$ cat src/rtl/ext_pipe.sv
// Pipelined immediate/load-data extension unit with a two-entry skid buffer and a saturating error counter.
// Optional feature macro: EXT_LOAD_EN (byte/halfword load modes, ops 4-7); without it those ops are reserved.
module ext_pipe #(
   parameter int IN_W      = 16,
   parameter int OUT_W     = 32,
   parameter int ERR_CNT_W = 8
) (
   input  logic                         clk,
   input  logic                         reset_n,
   input  logic                         flush,
   input  logic                         in_valid,
   output logic                         in_ready,
   input  logic [2:0]                   in_op,
   input  logic [OUT_W-1:0]             in_data,
   input  logic [$clog2(OUT_W/8)-1:0]   in_addr,
   output logic                         out_valid,
   input  logic                         out_ready,
   output logic [OUT_W-1:0]             out_data,
   output logic                         out_err,
   output logic [ERR_CNT_W-1:0]         err_cnt
);

   localparam int AW = $clog2(OUT_W/8);

   // Returns {err, data} for one operation; load lanes are reached by shifting the word down by addr bytes.
   function automatic logic [OUT_W:0] ext_f(input logic [2:0] op, input logic [OUT_W-1:0] data,
                                           input logic [AW-1:0] addr);
      logic [IN_W-1:0]  imm;
      logic [OUT_W-1:0] sext;
      logic [OUT_W:0]   res;
`ifdef EXT_LOAD_EN
      logic [OUT_W-1:0] lane;
      lane = data >> {addr, 3'b000};
`endif
      imm  = data[IN_W-1:0];
      sext = OUT_W'($signed(imm));
      case (op)
         3'd0: res = {1'b0, OUT_W'(imm)};
         3'd1: res = {1'b0, sext};
         3'd2: res = {1'b0, OUT_W'(imm) << (OUT_W - IN_W)};
         3'd3: res = {1'b0, sext << 2};
`ifdef EXT_LOAD_EN
         3'd4: res = {1'b0, OUT_W'(lane[7:0])};
         3'd5: res = {1'b0, OUT_W'($signed(lane[7:0]))};
         3'd6, 3'd7: begin
            if (addr[0]) begin
               res = {1'b1, {OUT_W{1'b0}}};
            end else if (op[0]) begin
               res = {1'b0, OUT_W'($signed(lane[15:0]))};
            end else begin
               res = {1'b0, OUT_W'(lane[15:0])};
            end
         end
`endif
         default: res = {1'b1, {OUT_W{1'b0}}};
      endcase
      return res;
   endfunction

   logic                 main_valid_r, skid_valid_r;
   logic [OUT_W-1:0]     main_data_r, skid_data_r;
   logic                 main_err_r, skid_err_r;
   logic [ERR_CNT_W-1:0] err_cnt_r;
   logic [OUT_W-1:0]     new_data_s;
   logic                 new_err_s;
   logic                 accept_s, pop_s;

   assign {new_err_s, new_data_s} = ext_f(in_op, in_data, in_addr);
   assign accept_s = in_valid & ~skid_valid_r;
   assign pop_s    = main_valid_r & out_ready;

   // Main/skid buffer: main feeds the outputs, skid absorbs one item while main is stalled.
   always_ff @(posedge clk or negedge reset_n) begin
      if (!reset_n) begin
         main_valid_r <= 1'b0;
         main_data_r  <= {OUT_W{1'b0}};
         main_err_r   <= 1'b0;
         skid_valid_r <= 1'b0;
         skid_data_r  <= {OUT_W{1'b0}};
         skid_err_r   <= 1'b0;
      end else if (flush) begin
         main_valid_r <= 1'b0;
         skid_valid_r <= 1'b0;
      end else if (!main_valid_r || pop_s) begin
         if (skid_valid_r) begin
            main_valid_r <= 1'b1;
            main_data_r  <= skid_data_r;
            main_err_r   <= skid_err_r;
            skid_valid_r <= 1'b0;
         end else if (accept_s) begin
            main_valid_r <= 1'b1;
            main_data_r  <= new_data_s;
            main_err_r   <= new_err_s;
         end else begin
            main_valid_r <= 1'b0;
         end
      end else if (accept_s) begin
         skid_valid_r <= 1'b1;
         skid_data_r  <= new_data_s;
         skid_err_r   <= new_err_s;
      end else begin
         skid_valid_r <= skid_valid_r;
      end
   end

   // Saturating debug count of accepted erroneous ops; a flush-cycle accept is discarded and not counted.
   always_ff @(posedge clk or negedge reset_n) begin
      if (!reset_n) begin
         err_cnt_r <= {ERR_CNT_W{1'b0}};
      end else if (!flush && accept_s && new_err_s && (err_cnt_r != {ERR_CNT_W{1'b1}})) begin
         err_cnt_r <= err_cnt_r + ERR_CNT_W'(1'b1);
      end else begin
         err_cnt_r <= err_cnt_r;
      end
   end

   assign in_ready  = ~skid_valid_r;
   assign out_valid = main_valid_r;
   assign out_data  = main_data_r;
   assign out_err   = main_err_r;
   assign err_cnt   = err_cnt_r;

endmodule

$ cat config.mk
export PLATFORM = sky130hd
export DESIGN_NAME = ext_pipe
export DESIGN_NICKNAME = d
export VERILOG_FILES = /design/src/rtl/ext_pipe.sv
export SDC_FILE = /design/constraint.sdc
export NUM_CORES = 1
export LEC_CHECK = 0
export ABC_AREA = 1
export CAP_MARGIN = 20
export CORE_ASPECT_RATIO = 1.4
export CORE_MARGIN = 3
export CORE_UTILIZATION = 37
export DETAILED_ROUTE_END_ITERATION = 16
export HOLD_SLACK_MARGIN = 0.05
export PLACE_DENSITY = 0.65
export SLEW_MARGIN = 20
export SYNTH_ARGS = -nofsm -noshare
export SYNTH_HDL_FRONTEND = slang
export SYNTH_SLANG_ARGS = --single-unit
$ cat constraint.sdc
create_clock -name clk -period 4 [get_ports clk]
set_input_delay 0.8 -clock clk [delete_from_list [all_inputs] [get_ports clk]]
set_output_delay 0.8 -clock clk [all_outputs]
set_load 0.02 [all_outputs]
==> flow_results.org, run 1 <==
** Finish
- Area of the multi-input gates :: about 0.0017 mm²
- For this run, the number of standard cells in the final layout without fillers is 738.
- For this run, the post-layout net count is 641.
- Area growth, synth to finish :: 24.05%
- In the final layout, the share of cells above drive strength 1 is 0.04500.
- FF+latch area :: 0.001902 mm²
- 0 antenna diodes ended up in the layout.
- Fill cell total of the finished layout :: 1050

** Drt
- Wire length after detailed routing :: around 9600 µm
- Number of design-rule violations left by the first detailed-router iteration :: 226
- After detailed routing, the number of remaining DRC violations is 0.
- The first TritonRoute pass finished after 4 iterations.
- Vias :: 3505
- Dividing the detail-routed wire length by the instance count gives 13.03 µm.
- The count of nets left with antenna violations once routing finished came out at 0.
- Using the TritonRoute via totals, the vias-per-cell ratio works out to 4.749.

** Floorplanning
- Area of the core :: 0.01046 mm²
- Initial standard-cell utilization of the core :: 0.3810
- Number of top-level pins :: 85
- The die covers 0.01207 mm².
- The die is ~130 µm tall.
- Rows :: 44
- Measured along the x axis, the die boundary spans around 94 µm.

** Power and ir drop
- Part of the total power dissipated in sequential elements :: 0.443
- Cell internal power was estimated by the tool at 1541 µW.
- Of the total power, combinational logic draws 0.241.
- Leakage power :: 0.002598 µW
- Switching Fraction :: 0.2942
- Power density cells :: 441.6 mW/mm²
- The analysis attributes to net switching a power of 642.1 µW.
- Peak supply drop :: 0.1906 mV
- Of the total power, the clock network draws 0.316.

** Timing
- In this run the tightest slew margin relative to its limit is 0.4504.
- Final setup TNS :: 0 ps
- Maximum clock skew at final layout :: around 4.7 ps
- Setup repair after global routing left no endpoint under its margin.
- Setup slack closes at 1436 ps.
- Max Slew Vio Count :: 0
- Setup violations remaining at the end of the flow were counted as 0.
- Derived from the worst setup path, the maximum achievable clock frequency is 389.9 MHz.
- Portion of the clock cycle consumed by the worst path in the final layout :: 0.6411
- Final Critical Period :: 2564 ps
- At the pin with the least slew margin, the transition time is 823.6 ps.
- Minimum hold slack :: 349.0 ps
- The hold violation count in the final report was 0.

** Clock tree
- For this design, the CTS-stage hold fixing added 0 buffers.
- Clock root cell :: sky130_fd_sc_hd__clkbuf_16
- Reg clk slew, reported paths :: 60 ps
- Total CTS buffers :: 9
- The tree built by TritonCTS fans out to 76 sinks.
- Post-CTS timing repair inserted 0 buffers for setup.
- TritonCTS clock tree :: yes
- Worst-skew pair later-pin latency :: 330 ps
- Number of levels in the clock H-tree :: 3
- The number of gates resized after CTS was 0.
- Deepest clock path buffer count :: 2

** Min path
- The tightest min-delay check is of the in2async type.

** Synthesis
- Post-synthesis sequential element count :: between 70 and 80
- Number of enable flip-flop cells after synthesis :: 0
- Syn_area_per_cell :: 7.339 µm²
- Net Count, Synth :: 586
- Sequential cell area fraction in the yosys report :: 0.4772
- Async S/R FF share, synth :: 1.000
- Most frequently used flop master after synthesis :: sky130_fd_sc_hd__dfrtp_1
- After synthesis the cells add up to 0.003985 mm².
- After technology mapping, the gate count stands at 543.
- Number of warnings issued by yosys :: 0
- Post-synth cell types :: 26

** Worst setup path
- Worst EP required :: 4250 ps
- Data arrives at the worst endpoint at 2820 ps.
- Startpoint Class :: input pin
- Worst Setup End Kind :: register
- The critical path in this run is classified as in2reg.
- CP max FO :: 21

** Global routing
- Total global routing track utilization :: 0.1707
- The first global-routing pass estimated ~16000 µm of wire.
- The initial antenna violation count was 0.
- Maximum number of pins on one net before global-route repair :: 77
- The number of global-route vias before repair came to 3323.
- Grt ovf :: 0

** Placed design
- Routability-driven placement finished with a final weighted congestion of 0.7955.
- OpenSTA, run right after detailed placement, puts the worst setup slack at 1065 ps.
- Inst Count DP :: 724
- Count of port buffers added during placement :: 66
- The HPWL after detailed placement is 6546 µm.

** Flow run
- Max cap viols :: 0

** Status
- Status :: complete, no violations
[state kept, by name (all words and copies together), names as in the netlist]
name	cells
out_data	32
skid_data_r	32
err_cnt	8
out_err	1
out_valid	1
skid_err_r	1
skid_valid_r	1
[power by group through the flow]
stage / Sequential (µW) / Combinational [µW] / Clock [µW]
after CTS: 969 / 529 / 708
after floorplan: 1050 / 222 / 0
after global placement: 977 / 515 / 0
final: 967 / 525 / 691
after detailed placement: 981 / 525 / 0
after global routing: 982 / 589 / 742
[path summary, 6_finish.rpt]
kind	startpoint	to	slack [ps]	cells after the start
max	in_op[2]	out_data[17]	1440	6
min	reset_n	out_data[0]	350	1
max reg2reg	skid_valid_r	skid_data_r[6]	1830	5
min reg2reg	out_data[9]	out_data[9]	480	2
max in group asynchronous	reset_n	out_data[15]	3070	2
min in group clk	out_data[9]	out_data[9]	480	2
[cell usage after synthesis, types with 5 or more instances]
cell type                  count  area (µm²)
sky130_fd_sc_hd__a21boi_1      9       67.56
sky130_fd_sc_hd__a21oi_1       7       35.03
sky130_fd_sc_hd__buf_2        13       65.06
sky130_fd_sc_hd__buf_4         5       37.54
sky130_fd_sc_hd__dfrtp_1      76        1902
sky130_fd_sc_hd__inv_1        49       183.9
sky130_fd_sc_hd__nand2_1     235       882.1
sky130_fd_sc_hd__nand3_1      58       290.3
sky130_fd_sc_hd__nor2_1       25       93.84
sky130_fd_sc_hd__o21ai_0      29       145.1
sky130_fd_sc_hd__o21ai_1       5       25.02
[logic make-up after synthesis]
kind of cell	count (synthesis)	share of synthesized area
flops	76	0.4772
buf+inv	80	0.09168
compound gates	52	0.07221
fa+ha+maj	1	0.003139
simple gates	330	0.3469
xor+xnor	4	0.008793
[worst max-delay path, stage by stage]
cell and delay [ps]:
sky130_fd_sc_hd__clkdlybuf4s50_1 600, sky130_fd_sc_hd__inv_2 340, sky130_fd_sc_hd__nand3_1 560, sky130_fd_sc_hd__nand2_1 250
sky130_fd_sc_hd__nand3_1 110, sky130_fd_sc_hd__a21boi_1 150
[final cells by class]
cell class	instances	area share
tap	138	0.03493
timing repair buffer	70	0.1433
inverter	54	0.04100
multi-input combinational	387	0.3475
clock buffer	13	0.04860
sequential	76	0.3847
[layout by cell type (no fill, tap or decap)]
cell type	n
sky130_fd_sc_hd__xor2_1	1
sky130_fd_sc_hd__clkdlybuf4s50_1	65
sky130_fd_sc_hd__a21boi_1	9
sky130_fd_sc_hd__nand2_4	1
sky130_fd_sc_hd__inv_2	4
sky130_fd_sc_hd__dfrtp_1	76
sky130_fd_sc_hd__buf_4	4
sky130_fd_sc_hd__a21oi_1	7
sky130_fd_sc_hd__nand3_1	58
sky130_fd_sc_hd__nand3b_1	1
sky130_fd_sc_hd__clkinv_1	1
sky130_fd_sc_hd__o21ai_0	29
sky130_fd_sc_hd__nand2_1	235
sky130_fd_sc_hd__inv_1	49
sky130_fd_sc_hd__buf_16	1
sky130_fd_sc_hd__nor2_2	1
sky130_fd_sc_hd__nor2_1	25
sky130_fd_sc_hd__o211ai_1	2
sky130_fd_sc_hd__nand4_4	1
sky130_fd_sc_hd__clkbuf_1	4
sky130_fd_sc_hd__xnor2_1	3
sky130_fd_sc_hd__nand2_2	2
sky130_fd_sc_hd__clkbuf_16	9
sky130_fd_sc_hd__nand4_1	2
sky130_fd_sc_hd__ha_1	1
sky130_fd_sc_hd__o21ai_1	5
sky130_fd_sc_hd__nor2_4	4
[metal layers]
layer  part of all wire  wire, µm  vias up  global-route usage
met2               0.51      4857       67              0.2815
met1               0.44      4226     1624              0.2219
met3              0.033       320       12             0.02865
li1                   -         -     1802                   -
met5                  0         0        -                   0
met4              0.022       209        0             0.06973
[per-stage QoR]
step                      instance area [µm²]  total power (µW)  utilization
after floorplan                          3985              1275            -
after global placement                   4676              1492       0.4470
after detailed placement                 4676              1506       0.4470
after CTS                                4916              2206       0.4700
after global routing                     4943              2314       0.4726
final                                    4943              2183       0.4726
Power figures use the tool's default switching activity.
==> run 2, diff against run 1 <==
--- a/config.mk
+++ b/config.mk
@@ -12,7 +12,7 @@
 export CORE_UTILIZATION = 37
 export DETAILED_ROUTE_END_ITERATION = 16
 export HOLD_SLACK_MARGIN = 0.05
-export PLACE_DENSITY = 0.65
+export PLACE_DENSITY = 0.68
 export SLEW_MARGIN = 20
 export SYNTH_ARGS = -nofsm -noshare
 export SYNTH_HDL_FRONTEND = slang
==> constraint.sdc (replaced) <==
create_clock -name clk -period 2.2 [get_ports clk]
set_input_delay 0.44 -clock clk [delete_from_list [all_inputs] [get_ports clk]]
set_output_delay 0.44 -clock clk [all_outputs]
set_load 0.02 [all_outputs]
==> flow_results.org, run 2 (synthesis gave the netlist of run 1 again) <==
** Drt
- The detail route stage leaves a number of antenna-violating nets equal to 0.
- Wires add up to 9744 µm.
- For this block, the initial DRC count from the detailed router was slightly above 200.
- Vias :: 3609
- Dividing the detail-routed wire length by the instance count gives 12.96 µm.
- DRC errors left :: 0
- The first detailed-routing pass ran for 5 iterations.
- Vias/cell :: 4.799

** Clock tree
- After clock tree synthesis, the clock-pin slew on the worst setup and hold paths is around 60 ps.
- Deepest clock path buffer count :: 2
- Gates resized during post-CTS repair numbered 0.
- Count of clock tree sinks :: 76
- # hold bufs at CTS :: 0
- The number of clock buffers added by TritonCTS is 9.
- TritonCTS built the clock tree.
- CTS built an H-tree with a depth of 3.
- Setup repair bufs after CTS :: 0
- At the later pin of the worst-skew pair, clock insertion delay measures about 330 ps.
- Clock root cell :: sky130_fd_sc_hd__clkbuf_16

** Timing
- For the final routed database, the setup TNS stands at 0 ps.
- Unrepaired setup endpoints after global routing :: no
- Worst-case headroom to the max-slew limit :: 0.4709
- The hold violation count in the final report was 0.
- Worst Tran Pin Value :: 792.8 ps
- Achievable frequency :: 510.0 MHz
- Portion of the clock cycle consumed by the worst path in the final layout :: 0.8913
- Final setup violation count :: 0
- Across all hold checks on the routed design, the worst slack comes to 91.59 ps.
- Final Critical Period :: between 1500 and 2000 ps
- The number of slew-limit violations in the final report was 0.
- Maximum clock skew at final layout :: 4.309 ps

** Flow run
- Max cap viols :: 0

** Floorplanning
- The die covers 0.01207 mm².
- The floorplan has 44 rows.
- During I/O placement, the number of pins put on the boundary was 85.
- Die height :: 128.8 µm
- For this configuration, the core starts out at a cell density of 0.3810.
- In this run the horizontal extent of the chip is 93.71 µm.
- Area of the core :: 0.01046 mm²

** Finish
- Most common cell after layout, fill and taps aside :: sky130_fd_sc_hd__nand2_1
- Final non-filler cell area :: 0.005087 mm²
- Number of inserted diodes :: 0
- In the final layout, the share of cells above drive strength 1 is 0.07166.
- The top cell types in the final layout, fill and taps aside, are 235 x sky130_fd_sc_hd__nand2_1, 76 x sky130_fd_sc_hd__dfrtp_1, 65 x sky130_fd_sc_hd__clkdlybuf4s50_1, 58 x sky130_fd_sc_hd__nand3_1, 49 x sky130_fd_sc_hd__inv_1.
- In the final design database the tool counted roughly 650 nets.
- Area growth, synth to finish :: 27.66%
- Once layout is complete, the cells apart from fillers number 752.

** Worst setup path
- The worst setup path is captured at a primary output.
- Data arrival time at the worst-slack endpoint :: 1520 ps
- In this design, the stage delay of the slowest critical-path cell is 610 ps.
- In this run the worst path has a maximum fanout of 5.
- Cell type of the slowest stage on the worst timing path :: sky130_fd_sc_hd__clkdlybuf4s50_1
- Type of the worst setup path :: reg2out
- The worst setup path is launched from a register.
- Data on the critical path is required at its endpoint by 1760 ps.
- List of cells traversed by the critical path :: inv_2 > clkdlybuf4s50_1

** Global routing
- Total global routing track utilization :: 0.1672
- The first global-routing pass estimated 15990 µm of wire.
- Summed over all layers, the global routing overflow is 0.
- Entering global routing, the biggest net connects 41 pins.
- The initial antenna violation count was 0.
- Vias in the first global route :: around 3500

** Status
- The run finished with clean final reports.

** Placed design
- Final estimated routing congestion in global placement :: around 0.83
- Detail Placement HPWL :: 6820 µm
- Count of port buffers added during placement :: 66
- Inst Count DP :: ~740
- Summing all placed instances gives a cell area of 0.004803 mm².

** Power and ir drop
- Power density cells :: 817.5 mW/mm²
- Summing internal, switching and leakage power gives 4159 µW.
- VDD sags by at most 0.3175 mV.
- Summed over all cells, the static leakage comes to 0.002686 µW.

** Min path
- The path class of the tightest hold or removal check is in2async.
-- run 2: changes by cell type in the layout (fill, tap and decap cells not counted), sizes merged --
cell    delta
clkbuf     -3
clkinv     +5
buf       +11
bufinv     +1
-- run 2: critical path: cells and delay by family (launching register included) --
family                 cells  cell delay, ps
flip-flops                 1             470
buffers and inverters      2             720
-- run 2: final timing paths --
check                        startpoint      endpoint  slack [ps]  cells after the start
setup / recovery           skid_valid_r      in_ready         240                      2
hold / removal                  reset_n  out_data[23]          90                      1
setup reg to reg           skid_valid_r    skid_err_r         500                      6
hold reg to reg             out_data[9]   out_data[9]         480                      2
max in group asynchronous       reset_n  out_data[31]        1530                      2
min in group clk            out_data[9]   out_data[9]         480                      2
-- run 2: metrics by stage --
| step | utilization | setup WS, ps |
|---|---|---|
| 3_5_place_dp | 0.4592 | 80.34 |
| 5_1_grt | 0.4864 | 184.7 |
| 6_report | 0.4864 | 239.1 |
| 3_3_place_gp | 0.4592 | 108.0 |
| 2_1_floorplan | - | 762.6 |
| 4_1_cts | 0.4864 | 215.5 |
-- run 2: power by group --
| group | switching (µW) | internal (µW) | total (µW) |
|---|---|---|---|
| Combinational | 537 | 436 | 973 |
| Clock | 557 | 868 | 1420 |
| Sequential | 128 | 1630 | 1760 |
-- run 2: cell type report --
cell class | instances | area [µm²]
sequential | 76 | 1902
inverter | 54 | 202.7
clock buffer | 10 | 229.0
tap | 138 | 172.7
multi-input combinational | 387 | 1718
timing repair buffer | 81 | 808.3
fill | 1032 | 5373
clock inverter | 6 | 55.05
-- run 2: per-layer routing --
metal,vias up,global-route usage,wire (µm)
met5,-,0,0
met4,0,0.07058,174
met3,12,0.03509,424
met2,80,0.2852,4954
met1,1693,0.2035,4191
li1,1824,-,-
==> run 3, diff against run 2 <==
--- a/config.mk
+++ b/config.mk
@@ -6,6 +6,7 @@
 export NUM_CORES = 1
 export LEC_CHECK = 0
 export ABC_AREA = 1
+export ABC_CLOCK_PERIOD_IN_PS = 2200
 export CAP_MARGIN = 20
 export CORE_ASPECT_RATIO = 1.4
 export CORE_MARGIN = 3
==> results of run 3 <==
No change in the layout: final DEF, timing and power equal those of run 2.
